### src/rtl/a4_pair_fifo.sv
// Pairs the scalar level-4 approximation stream into even/odd beats and buffers them
// in a first-word-fall-through FIFO with a ready/valid output and sticky overflow flag.
module a4_pair_fifo #(
    parameter int DEPTH  = 8,
    parameter int ADDR_W = 3
) (
    input  logic              clk_312_5,
    input  logic              rst,
    input  logic              flush,
    input  logic              din_valid,
    input  logic [31:0]       a4_0,
    input  logic              dout_ready,
    output logic              dout_valid,
    output logic [31:0]       a4_pair_0,
    output logic [31:0]       a4_pair_1,
    output logic [ADDR_W:0]   fill_level,
    output logic              overflow
);

    localparam logic [ADDR_W:0] FULL_COUNT = (ADDR_W + 1)'(DEPTH);

    logic              phase_q, phase_d;
    logic [31:0]       holdData_q, holdData_d;
    logic              pendValid_q, pendValid_d;
    logic [63:0]       pendPair_q, pendPair_d;
    logic [ADDR_W-1:0] wrPtr_q, wrPtr_d;
    logic [ADDR_W-1:0] rdPtr_q, rdPtr_d;
    logic [ADDR_W:0]   count_q, count_d;
    logic [63:0]       outPair_q, outPair_d;
    logic              overflow_q, overflow_d;
    logic [63:0]       mem_q [DEPTH];

    logic pop;
    logic push;
    logic drop;

    // A completed pair sits in the pending register for one cycle before entering the
    // FIFO, which gives the one-cycle gap between the odd sample and dout_valid.
    always_comb begin
        pop        = (count_q != '0) && dout_ready;
        push       = pendValid_q && ((count_q < FULL_COUNT) || pop);
        drop       = pendValid_q && !push;

        wrPtr_d    = wrPtr_q + ADDR_W'(push);
        rdPtr_d    = rdPtr_q + ADDR_W'(pop);
        count_d    = count_q;
        if (push && !pop) begin
            count_d = count_q + 1'b1;
        end else if (pop && !push) begin
            count_d = count_q - 1'b1;
        end

        outPair_d  = outPair_q;
        if (count_d != '0) begin
            if (push && (rdPtr_d == wrPtr_q)) begin
                outPair_d = pendPair_q;
            end else begin
                outPair_d = mem_q[rdPtr_d];
            end
        end

        overflow_d = overflow_q | drop;

        phase_d     = phase_q;
        holdData_d  = holdData_q;
        pendValid_d = 1'b0;
        pendPair_d  = pendPair_q;
        if (din_valid) begin
            phase_d = ~phase_q;
            if (!phase_q) begin
                holdData_d = a4_0;
            end else begin
                pendValid_d = 1'b1;
                pendPair_d  = {holdData_q, a4_0};
            end
        end
    end

    always_ff @(posedge clk_312_5) begin
        if (rst) begin
            phase_q     <= 1'b0;
            holdData_q  <= '0;
            pendValid_q <= 1'b0;
            pendPair_q  <= '0;
            wrPtr_q     <= '0;
            rdPtr_q     <= '0;
            count_q     <= '0;
            outPair_q   <= '0;
            overflow_q  <= 1'b0;
        end else if (flush) begin
            phase_q     <= 1'b0;
            pendValid_q <= 1'b0;
            wrPtr_q     <= '0;
            rdPtr_q     <= '0;
            count_q     <= '0;
            overflow_q  <= 1'b0;
        end else begin
            phase_q     <= phase_d;
            holdData_q  <= holdData_d;
            pendValid_q <= pendValid_d;
            pendPair_q  <= pendPair_d;
            wrPtr_q     <= wrPtr_d;
            rdPtr_q     <= rdPtr_d;
            count_q     <= count_d;
            outPair_q   <= outPair_d;
            overflow_q  <= overflow_d;
        end
    end

    // Storage needs no reset; occupancy alone decides which entries are meaningful.
    always_ff @(posedge clk_312_5) begin
        if (!rst && !flush && push) begin
            mem_q[wrPtr_q] <= pendPair_q;
        end
    end

    assign dout_valid = (count_q != '0);
    assign a4_pair_0  = outPair_q[63:32];
    assign a4_pair_1  = outPair_q[31:0];
    assign fill_level = count_q;
    assign overflow   = overflow_q;

endmodule

### config.mk
export PLATFORM = sky130hd
export DESIGN_NAME = a4_pair_fifo
export DESIGN_NICKNAME = d
export VERILOG_FILES = /design/src/rtl/a4_pair_fifo.sv
export SDC_FILE = /design/constraint.sdc
export NUM_CORES = 1
export LEC_CHECK = 0
export BUFFER_PORTS_ARGS = -buffer_cell sky130_fd_sc_hd__buf_2
export CAP_MARGIN = 20
export CORE_MARGIN = 2
export CORE_UTILIZATION = 60
export DETAILED_ROUTE_END_ITERATION = 8
export GPL_ROUTABILITY_DRIVEN = 0
export PLACE_DENSITY = 0.78
export SETUP_SLACK_MARGIN = 0.05
export SYNTH_ARGS = -nofsm -noshare
export SYNTH_HDL_FRONTEND = slang
export SYNTH_SLANG_ARGS = --single-unit
export TNS_END_PERCENT = 5
### constraint.sdc
create_clock -name clk_312_5 -period 10.3 [get_ports clk_312_5]
set_input_delay 1.545 -clock clk_312_5 [delete_from_list [all_inputs] [get_ports clk_312_5]]
set_output_delay 1.545 -clock clk_312_5 [all_outputs]
set_load 0.03 [all_outputs]
# Yosys cells after proc, flatten, opt, wreduce, memory -nomap -nowiden
# Memory sizes are Yosys's and may differ from the RTL's. A register that Yosys moved wholly into a read port is not among the register bits.
# Cells that the tools add are included.
[word_totals]
regBits = 109
latchBits = 0
ram_bits = 512
mem_bits_ro = 0
input_bits = 37
out_inout_bits = 70
wordCells = 42
memories = 1
[op_classes]
add_sub_neg = 4
mul = 0
div_mod_pow = 0
order_cmp = 1
eq_ne = 0
shifts = 0
n_mux = 5
n_bitwise = 4
reduce_logical = 19
[memory_table]
columns = ["memory", "words", "word_bits", "rd", "rd_ports_with_merged_regs", "wr", "line", "rtl"]
rows = [
  ["mem_q", 8, 64, 1, 1, 1, "31", "logic [63:0] mem_q [DEPTH];"],
]
[ops]
columns = ["operator", "count"]
rows = [
  ["4-bit 2-to-1 mux", 2],
  ["4-bit nonzero test", 2],
  ["1-bit logical AND", 7],
  ["3-bit by 1-bit adder with 3-bit output", 2],
  ["3-bit AND reduction", 2],
  ["4-bit by 1-bit adder with 4-bit output, second input constant", 1],
  ["1-bit zero test", 4],
  ["4-bit < comparator, second input constant", 1],
  ["4-bit by 1-bit subtractor with 4-bit output, second input constant", 1],
  ["1-bit 2-to-1 mux", 3],
  ["1-bit inverter", 3],
  ["3-bit OR reduction", 1],
  ["2-bit AND reduction", 1],
  ["2-bit OR reduction", 1],
  ["1-bit logical OR", 1],
  ["1-bit OR", 1],
]

# Depth between registers and ports, before layout
# Gate-level depths: netlist (run 1).
[logic_depth]
ltp_word = 10
ltp_mapped = 15
ltp_nobuf = 11

# Worst setup path after synthesis (run 1)
# OpenSTA, ideal clock, no wires.
[synth_timing]
kind = "input -> register"
start = "input flush"
end = "memory mem_q[0][0] (enable)"
setup_ns = 0.644
t_arrival_ns = 8.484
required_time_ns = 9.656
slack_ns = 1.172
cell_stages = 5
n_path_buf = 2
cell_sequence = "nor2_1 -> o211ai_1 -> clkbuf_1 -> buf_1 -> nor4_1"
[synth_via]
elab_chain_len = 5
[synth_rtl]
columns = ["element", "line", "rtl"]
rows = [
  ["start, declared", "9", "input logic flush,"],
  ["1-bit zero test", "112", "if (!rst && !flush && push) begin"],
  ["1-bit logical AND (2 in a row)", "112", ""],
  ["1-bit 2-to-1 mux", "112", ""],
  ["1-bit 2-to-1 mux (not written as such)", "113", "mem_q[wrPtr_q] <= pendPair_q;"],
  ["end, declared", "31", ""],
]
# No other way between the ends.

# Worst setup path after layout (run 1)
[layout_timing]
start = "input dout_ready"
end = "register outPair_q[43] (read register of mem_q)"
[layout_via]
elab_chain_len = 9
word_cells_on_any_way = 12
classes_between = "1 x add/sub; 2 x mux; 9 x reduce/logical"
[layout_rtl]
columns = ["element", "line", "rtl"]
rows = [
  ["start, declared", "12", "input logic dout_ready,"],
  ["1-bit logical AND (*)", "40", "pop = (count_q != '0) && dout_ready;"],
  ["1-bit logical OR", "41", "push = pendValid_q && ((count_q < FULL_COUNT) || pop);"],
  ["1-bit logical AND", "41", ""],
  ["1-bit zero test", "49", "end else if (pop && !push) begin"],
  ["1-bit logical AND", "49", ""],
  ["4-bit 2-to-1 mux", "49", ""],
  ["4-bit 2-to-1 mux", "47", "if (push && !pop) begin"],
  ["4-bit nonzero test", "54", "if (count_d != '0) begin"],
  ["2-bit AND reduction (no source line)", "n/a", ""],
  ["end, declared", "29", "logic [63:0] outPair_q, outPair_d;"],
]
# Mark *: on every way between the ends. The rest lies on a longest branch, timed or not.
# A chain may end at the register's enable or synchronous reset.

==> results of run 1 <==
## flip-flops by register name, summed over array words and instances (netlist names)
| name | cells |
|---|---|
| phase_q | 1 |
| fill_level | 4 |
| pendValid_q | 1 |
| pendPair_q | 64 |
| wrPtr_q | 3 |
| mem_q | 512 |
| outPair_q | 64 |
| rdPtr_q | 3 |
| holdData_q | 32 |
| overflow | 1 |
## cell usage in the layout (no fill, tap or decap), types with 28 or more instances in the layout
cell type,instances
clkbuf_16,69
o32ai_1,47
nor4b_1,51
clkbuf_1,28
dfxtp_1,173
a22oi_1,50
buf_4,32
nand3_1,103
inv_1,55
mux2i_1,115
edfxtp_1,512
a21oi_1,101
buf_2,105
a41oi_1,51
nand2_1,427
## critical path: cells and delay by family
family | cells | cell delay, ns
adders and majority gates | 2 | 0.51
muxes | 1 | 0.31
xor gates and xnor gates | 1 | 0.17
buffers and inverters | 3 | 1.60
AOI/OAI and AO/OA | 3 | 0.52
and+or+nand+nor | 1 | 0.26
## kinds of logic (layout without fill, tap and decap cells)
logic type,Yosys count,count (layout),synth area share
buf+inv,207,317,0.0320
mux,142,142,0.0656
xor+xnor,8,8,0.00263
compound gates,280,280,0.0779
simple gates,652,652,0.112
flops,685,685,0.707
fa+ha+maj,6,6,0.00282
## layer usage
| layer | wire, um | part of all wire |
|---|---|---|
| met1 | 25500 | 0.37 |
| met2 | 32800 | 0.48 |
| met3 | 7480 | 0.11 |
| met4 | 2450 | 0.036 |
| met5 | 0 | 0 |
## stage by stage
step / utilization / total power [W]
5_1_grt: 0.675 / 0.00550
4_1_cts: 0.674 / 0.00538
3_5_place_dp: 0.628 / 0.00312
6_report: 0.675 / 0.00537
2_1_floorplan: - / 0.00307
3_3_place_gp: 0.628 / 0.00312
## area by class of cell
type | instances | area, sq um
Sequential cell | 685 | 18800
Fill cell | 2977 | 14300
Multi-Input combinational cell | 1088 | 7080
Clock buffer | 104 | 1930
Timing Repair Buffer | 140 | 832
Tap cell | 592 | 741
Inverter | 55 | 206
Clock inverter | 18 | 115
## path summary, 6_finish.rpt
kind	endpoint	depth (start not counted)	from	slack [ns]
min	pendPair_q[38]	2	holdData_q[6]	0.45
max reg2reg	outPair_q[43]	13	fill_level[0]	5.69
min reg2reg	pendPair_q[38]	2	holdData_q[6]	0.45
max	outPair_q[43]	11	dout_ready	5.65
## power breakdown
| group | internal [W] | switching, W | leakage, nW |
|---|---|---|---|
| registers | 0.00295 | 0.0000150 | 6.13 |
| clock network | 0.00132 | 0.000991 | 1.00 |
| logic | 0.0000279 | 0.0000739 | 2.88 |
| total | 0.00429 | 0.00108 | 10.0 |
==> flow_metrics.env, run 1 <==
export IMPL_critPathMaxFanout=66
export IMPL_cp_data_required_time_ns=10.70
export IMPL_h_tree_depth=3
export IMPL_grtUsageTotal=0.294
export IMPL_critPathMaxStageDelay_ns=0.85
export IMPL_clk_latency_ns=0.59
export IMPL_drt_iter0_drc=2343
export IMPL_power_density_mw_per_mm2=181
export IMPL_place_inst=2558
export IMPL_synth_area_sq_mm=0.0266
export IMPL_skew_ns=0.0251
export IMPL_critPathKind="input pin to register"
export IMPL_peakVddDrop_uv=139
export IMPL_clk_pin_slew_worst_paths_ns=0.06
export IMPL_die_area_sq_mm=0.0461
export IMPL_overflow=0
export IMPL_critPathSlowestCell="buf_4"
export IMPL_hold_path_class="register to register"
export IMPL_cts_tree="done"
export IMPL_fp_dieW_um=215
export IMPL_coreArea_sq_mm=0.0440
export IMPL_drc_errors=0
export IMPL_post_route_cell_area_sq_mm=0.0297
export IMPL_drive_above_1_share=0.136
export IMPL_use_met2=0.475
export IMPL_use_met1=0.393
export IMPL_cts_made_buffers=68
export IMPL_cts_setup_buffers=0
export IMPL_hold_viol_final=0
export IMPL_cts_sinks=685
export IMPL_portBuffers=106
export IMPL_timing_final_ws_setup_ns=5.65
export IMPL_antenna_found_initial=1
export IMPL_cts_hold_buf=0
export IMPL_syn2layout_area_growth_pct=11.6
export IMPL_whs_ns=0.453
export IMPL_final_nets=2081
export IMPL_relSlewSlack=0.251
export IMPL_grt_pass1_wl_mm=102
export IMPL_finalNonFillerCells=2682
export IMPL_crit_chain="buf_2 -> and2_1 -> ha_2 -> ha_1 -> xor2_4 -> buf_4 -> buf_4 -> mux2i_1 -> a22oi_1 -> a41oi_1 -> o32ai_1"
export IMPL_num_vias=17400
export IMPL_synthDistinctLibCells=51
export IMPL_synth_top_cell_area_share=0.577
export IMPL_synth_seq_cells=685
export IMPL_final_period_utilization=0.452
export IMPL_die_y_um=215
export IMPL_endpoint_kind="register"
export IMPL_max_freq_mhz=215
export IMPL_synth_seq_area_share=0.707
export IMPL_yosys_top_cells_count="edfxtp_1 (512), nand2_1 (428), dfxtp_1 (173), clkbuf_1 (122), mux2i_1 (115)"
export IMPL_setup_viol=0
export IMPL_async_flop_share=0
export IMPL_rsz0062_at_grt="false"
export IMPL_viasPerCell=6.49
export IMPL_syn_num_nets=2023
export IMPL_io_pins=107
export IMPL_place_area_sq_mm=0.0276
export IMPL_first_pass_iters=6
export IMPL_grt_util_met3=0.0561
export IMPL_synthFlopType="edfxtp_1"
export IMPL_wirelength_mm=68.1
export IMPL_drv_slew=0
export IMPL_fin_crit_ns=4.65
export IMPL_cts_repair_resized=0
export IMPL_diodes=0
export IMPL_synthTopCellsByArea="edfxtp_1 (58%), dfxtp_1 (13%), nand2_1 (6.0%), mux2i_1 (4.3%), mux4_2 (2.2%)"
export IMPL_worstMarginPinSlew_ns=1.12
export IMPL_initial_core_util=0.605
export IMPL_ant_nets=0
export IMPL_first_global_vias=17300
export IMPL_cp_common_cell="buf_4"
export IMPL_yosys_warnings=0
export IMPL_clock_path_buffers=3
export IMPL_grt_max_degree=102
export IMPL_ctsRootBufferMaster="clkbuf_16"
export IMPL_post_synth_cell_area_avg_sq_um=13.5
export IMPL_hpwl_mm=33.7
export IMPL_synth_edff_count=512
export IMPL_dp_slack_ns=5.17
export IMPL_synth_top_area_cell="edfxtp_1"
export IMPL_p_leak_nw=10.0
export IMPL_totalNegativeSetupSlack_ns=0
export IMPL_maxCapViolCount=0
export IMPL_wl_per_cell_um=25.4
export IMPL_outcome="finished clean"
export IMPL_top_usage_layer="met2"
export IMPL_cp_start_kind="input pin"
export IMPL_rows=77
export IMPL_syn_inst=1980
export IMPL_yosysMostFrequentCell="edfxtp_1"
export IMPL_critPathArrivalTime_ns=5.06
No activity file was read; power rests on OpenSTA's default activity.
==> run 2, diff against run 1 <==
Clock period 10.3 ns to 4.45 ns, I/O delays scaled along.
==> flow_metrics.env, run 2 (synthesized netlist as in run 1, its figures left out) <==
export IMPL_dp_slack_ns=0.615
export IMPL_cts_hold_buf=0
export IMPL_final_common_cell="edfxtp_1"
export IMPL_mostFrequentLayoutCells="edfxtp_1 (512), nand2_1 (427), dfxtp_1 (173), mux2i_1 (115), buf_2 (105)"
export IMPL_final_nets=2093
export IMPL_fp_dieW_um=215
export IMPL_critPathKind="register to register"
export IMPL_p_leak_nw=10.2
export IMPL_setup_viol=0
export IMPL_fillers=2931
export IMPL_critPathArrivalTime_ns=4.32
export IMPL_totalNegativeSetupSlack_ns=0
export IMPL_maxCapViolCount=0
export IMPL_ctsRootBufferMaster="clkbuf_16"
export IMPL_hold_depth=3
export IMPL_clk_latency_ns=0.58
export IMPL_seqCellArea_sq_mm=0.0188
export IMPL_rr_endpoint="outPair_q[7]"
export IMPL_relSlewSlack=0.277
export IMPL_worstMarginPinSlew_ns=1.08
export IMPL_drive_above_1_share=0.146
export IMPL_clock_path_buffers=3
export IMPL_top_regs="mem_q x512, outPair_q x64, pendPair_q x64"
export IMPL_die_y_um=215
export IMPL_cts_setup_buffers=0
export IMPL_cp_data_required_time_ns=4.85
export IMPL_cp_start_kind="register"
export IMPL_die_area_sq_mm=0.0461
export IMPL_portBuffers=106
export IMPL_outcome="finished clean"
export IMPL_holdPathEnd="holdData_q[24]"
export IMPL_initial_core_util=0.605
export IMPL_grt_max_degree=119
export IMPL_cts_tree="done"
export IMPL_first_global_vias=17600
export IMPL_num_vias=17400
export IMPL_peakVddDrop_uv=345
export IMPL_ant_nets=0
export IMPL_grtUsageTotal=0.296
export IMPL_wl_per_cell_um=25.3
export IMPL_hp_start="a4_0[24]"
export IMPL_clock_power_share=0.443
export IMPL_place_area_sq_mm=0.0279
export IMPL_skew_ns=0.0234
export IMPL_drc_errors=0
export IMPL_r2r_slack_ns=0.53
export IMPL_post_route_cell_area_sq_mm=0.0301
export IMPL_max_flop_register="mem_q"
export IMPL_critPathMaxFanout=64
export IMPL_first_pass_iters=5
export IMPL_antenna_found_initial=0
export IMPL_max_freq_mhz=255
export IMPL_viasPerCell=6.47
export IMPL_intPower_w=0.0102
export IMPL_grt_pass1_wl_mm=103
export IMPL_power_density_mw_per_mm2=423
export IMPL_overflow=0
export IMPL_clk_pin_slew_worst_paths_ns=0.06
export IMPL_endpoint_kind="register"
export IMPL_io_pins=107
export IMPL_timing_final_ws_setup_ns=0.526
export IMPL_syn2layout_area_growth_pct=13.1
export IMPL_coreArea_sq_mm=0.0440
export IMPL_largest_reg_flops=512
export IMPL_critPathSlowestCell="buf_4"
export IMPL_drt_iter0_drc=2312
export IMPL_hold_path_class="input pin to register"
export IMPL_rows=77
export IMPL_critPathMaxStageDelay_ns=0.84
export IMPL_power_frac_comb=0.019
export IMPL_hpwl_mm=35.8
export IMPL_cts_made_buffers=67
export IMPL_cts_sinks=685
export IMPL_drv_slew=0
export IMPL_wirelength_mm=68.1
export IMPL_final_period_utilization=0.882
export IMPL_diodes=0
export IMPL_p_sw_w=0.00250
export IMPL_hold_viol_final=0
export IMPL_rsz0062_at_grt="false"
export IMPL_crit_chain="inv_1 -> ha_1 -> or3b_4 -> and2_1 -> ha_2 -> ha_1 -> xnor2_2 -> xnor2_2 -> buf_4 -> nor4b_1 -> a41oi_1 -> o32ai_1"
export IMPL_p_sw_frac=0.197
export IMPL_r2r_start="fill_level[0]"
export IMPL_cts_repair_resized=0
export IMPL_multiInputGateArea_sq_mm=0.00711
export IMPL_sequentialPowerShare=0.538
export IMPL_fin_crit_ns=3.92
export IMPL_h_tree_depth=3
export IMPL_reg2reg_depth=12
==> run 2: worst max-delay path by stage <==
| stage | from | endpoint | slack, ns | depth (start not counted) |
|---|---|---|---|---|
| after CTS | fill_level[0] | outPair_q[10] | 0.57 | 12 |
| after floorplan | flush | mem_q[4][0] | -0.14 | 5 |
| after detailed placement | fill_level[0] | outPair_q[10] | 0.61 | 12 |
| after global placement | fill_level[0] | outPair_q[52] | 0.79 | 12 |
| final | fill_level[0] | outPair_q[7] | 0.53 | 12 |
| after global routing | fill_level[0] | outPair_q[10] | 0.35 | 12 |
==> run 2: through the flow <==
| step | total power (W) | hold WS, ns | utilization | std cells |
|---|---|---|---|---|
| floorplan | 0.00711 | 0.432 | - | 1980 |
| global placement | 0.00721 | 0.438 | 0.635 | 2573 |
| detailed placement | 0.00722 | 0.446 | 0.635 | 2573 |
| CTS | 0.0128 | 0.339 | 0.685 | 2693 |
| global route | 0.0131 | 0.351 | 0.685 | 2693 |
| finish | 0.0127 | 0.359 | 0.685 | 2693 |
==> run 2: layer usage <==
metal  vias to the layer above  wire length, um  global-route usage
met2                      1120            32000               0.462
met3                       190             8250              0.0723
met5                         -                0                   0
met4                         0             2370               0.121
met1                      8607            25500               0.403
li1                       7520                -                   -
==> run 2: cell type report <==
type / instances / area share
Multi-Input combinational cell: 1088 / 0.236
Inverter: 55 / 0.00685
Timing Repair Buffer: 153 / 0.0349
Clock inverter: 22 / 0.00793
Sequential cell: 685 / 0.625
Tap cell: 592 / 0.0246
Clock buffer: 98 / 0.0650
==> run 2: worst max-delay path: cells and delay by family (launching register included) <==
kind,cells,cell delay (ns)
AOI/OAI and AO/OA,2,0.37
xor gates and xnor gates,2,0.49
adders and majority gates,3,0.70
buffers and inverters,2,0.99
DFF,1,0.36
and+or+nand+nor,3,0.80
==> run 2: power by group through the flow <==
stage	combinational, W	clock [W]	sequential, W
finish	0.000237	0.00565	0.00685
global route	0.000249	0.00597	0.00685
CTS	0.000232	0.00569	0.00685
detailed placement	0.000231	0	0.00699
global placement	0.000226	0	0.00699
floorplan	0.000109	0	0.00700
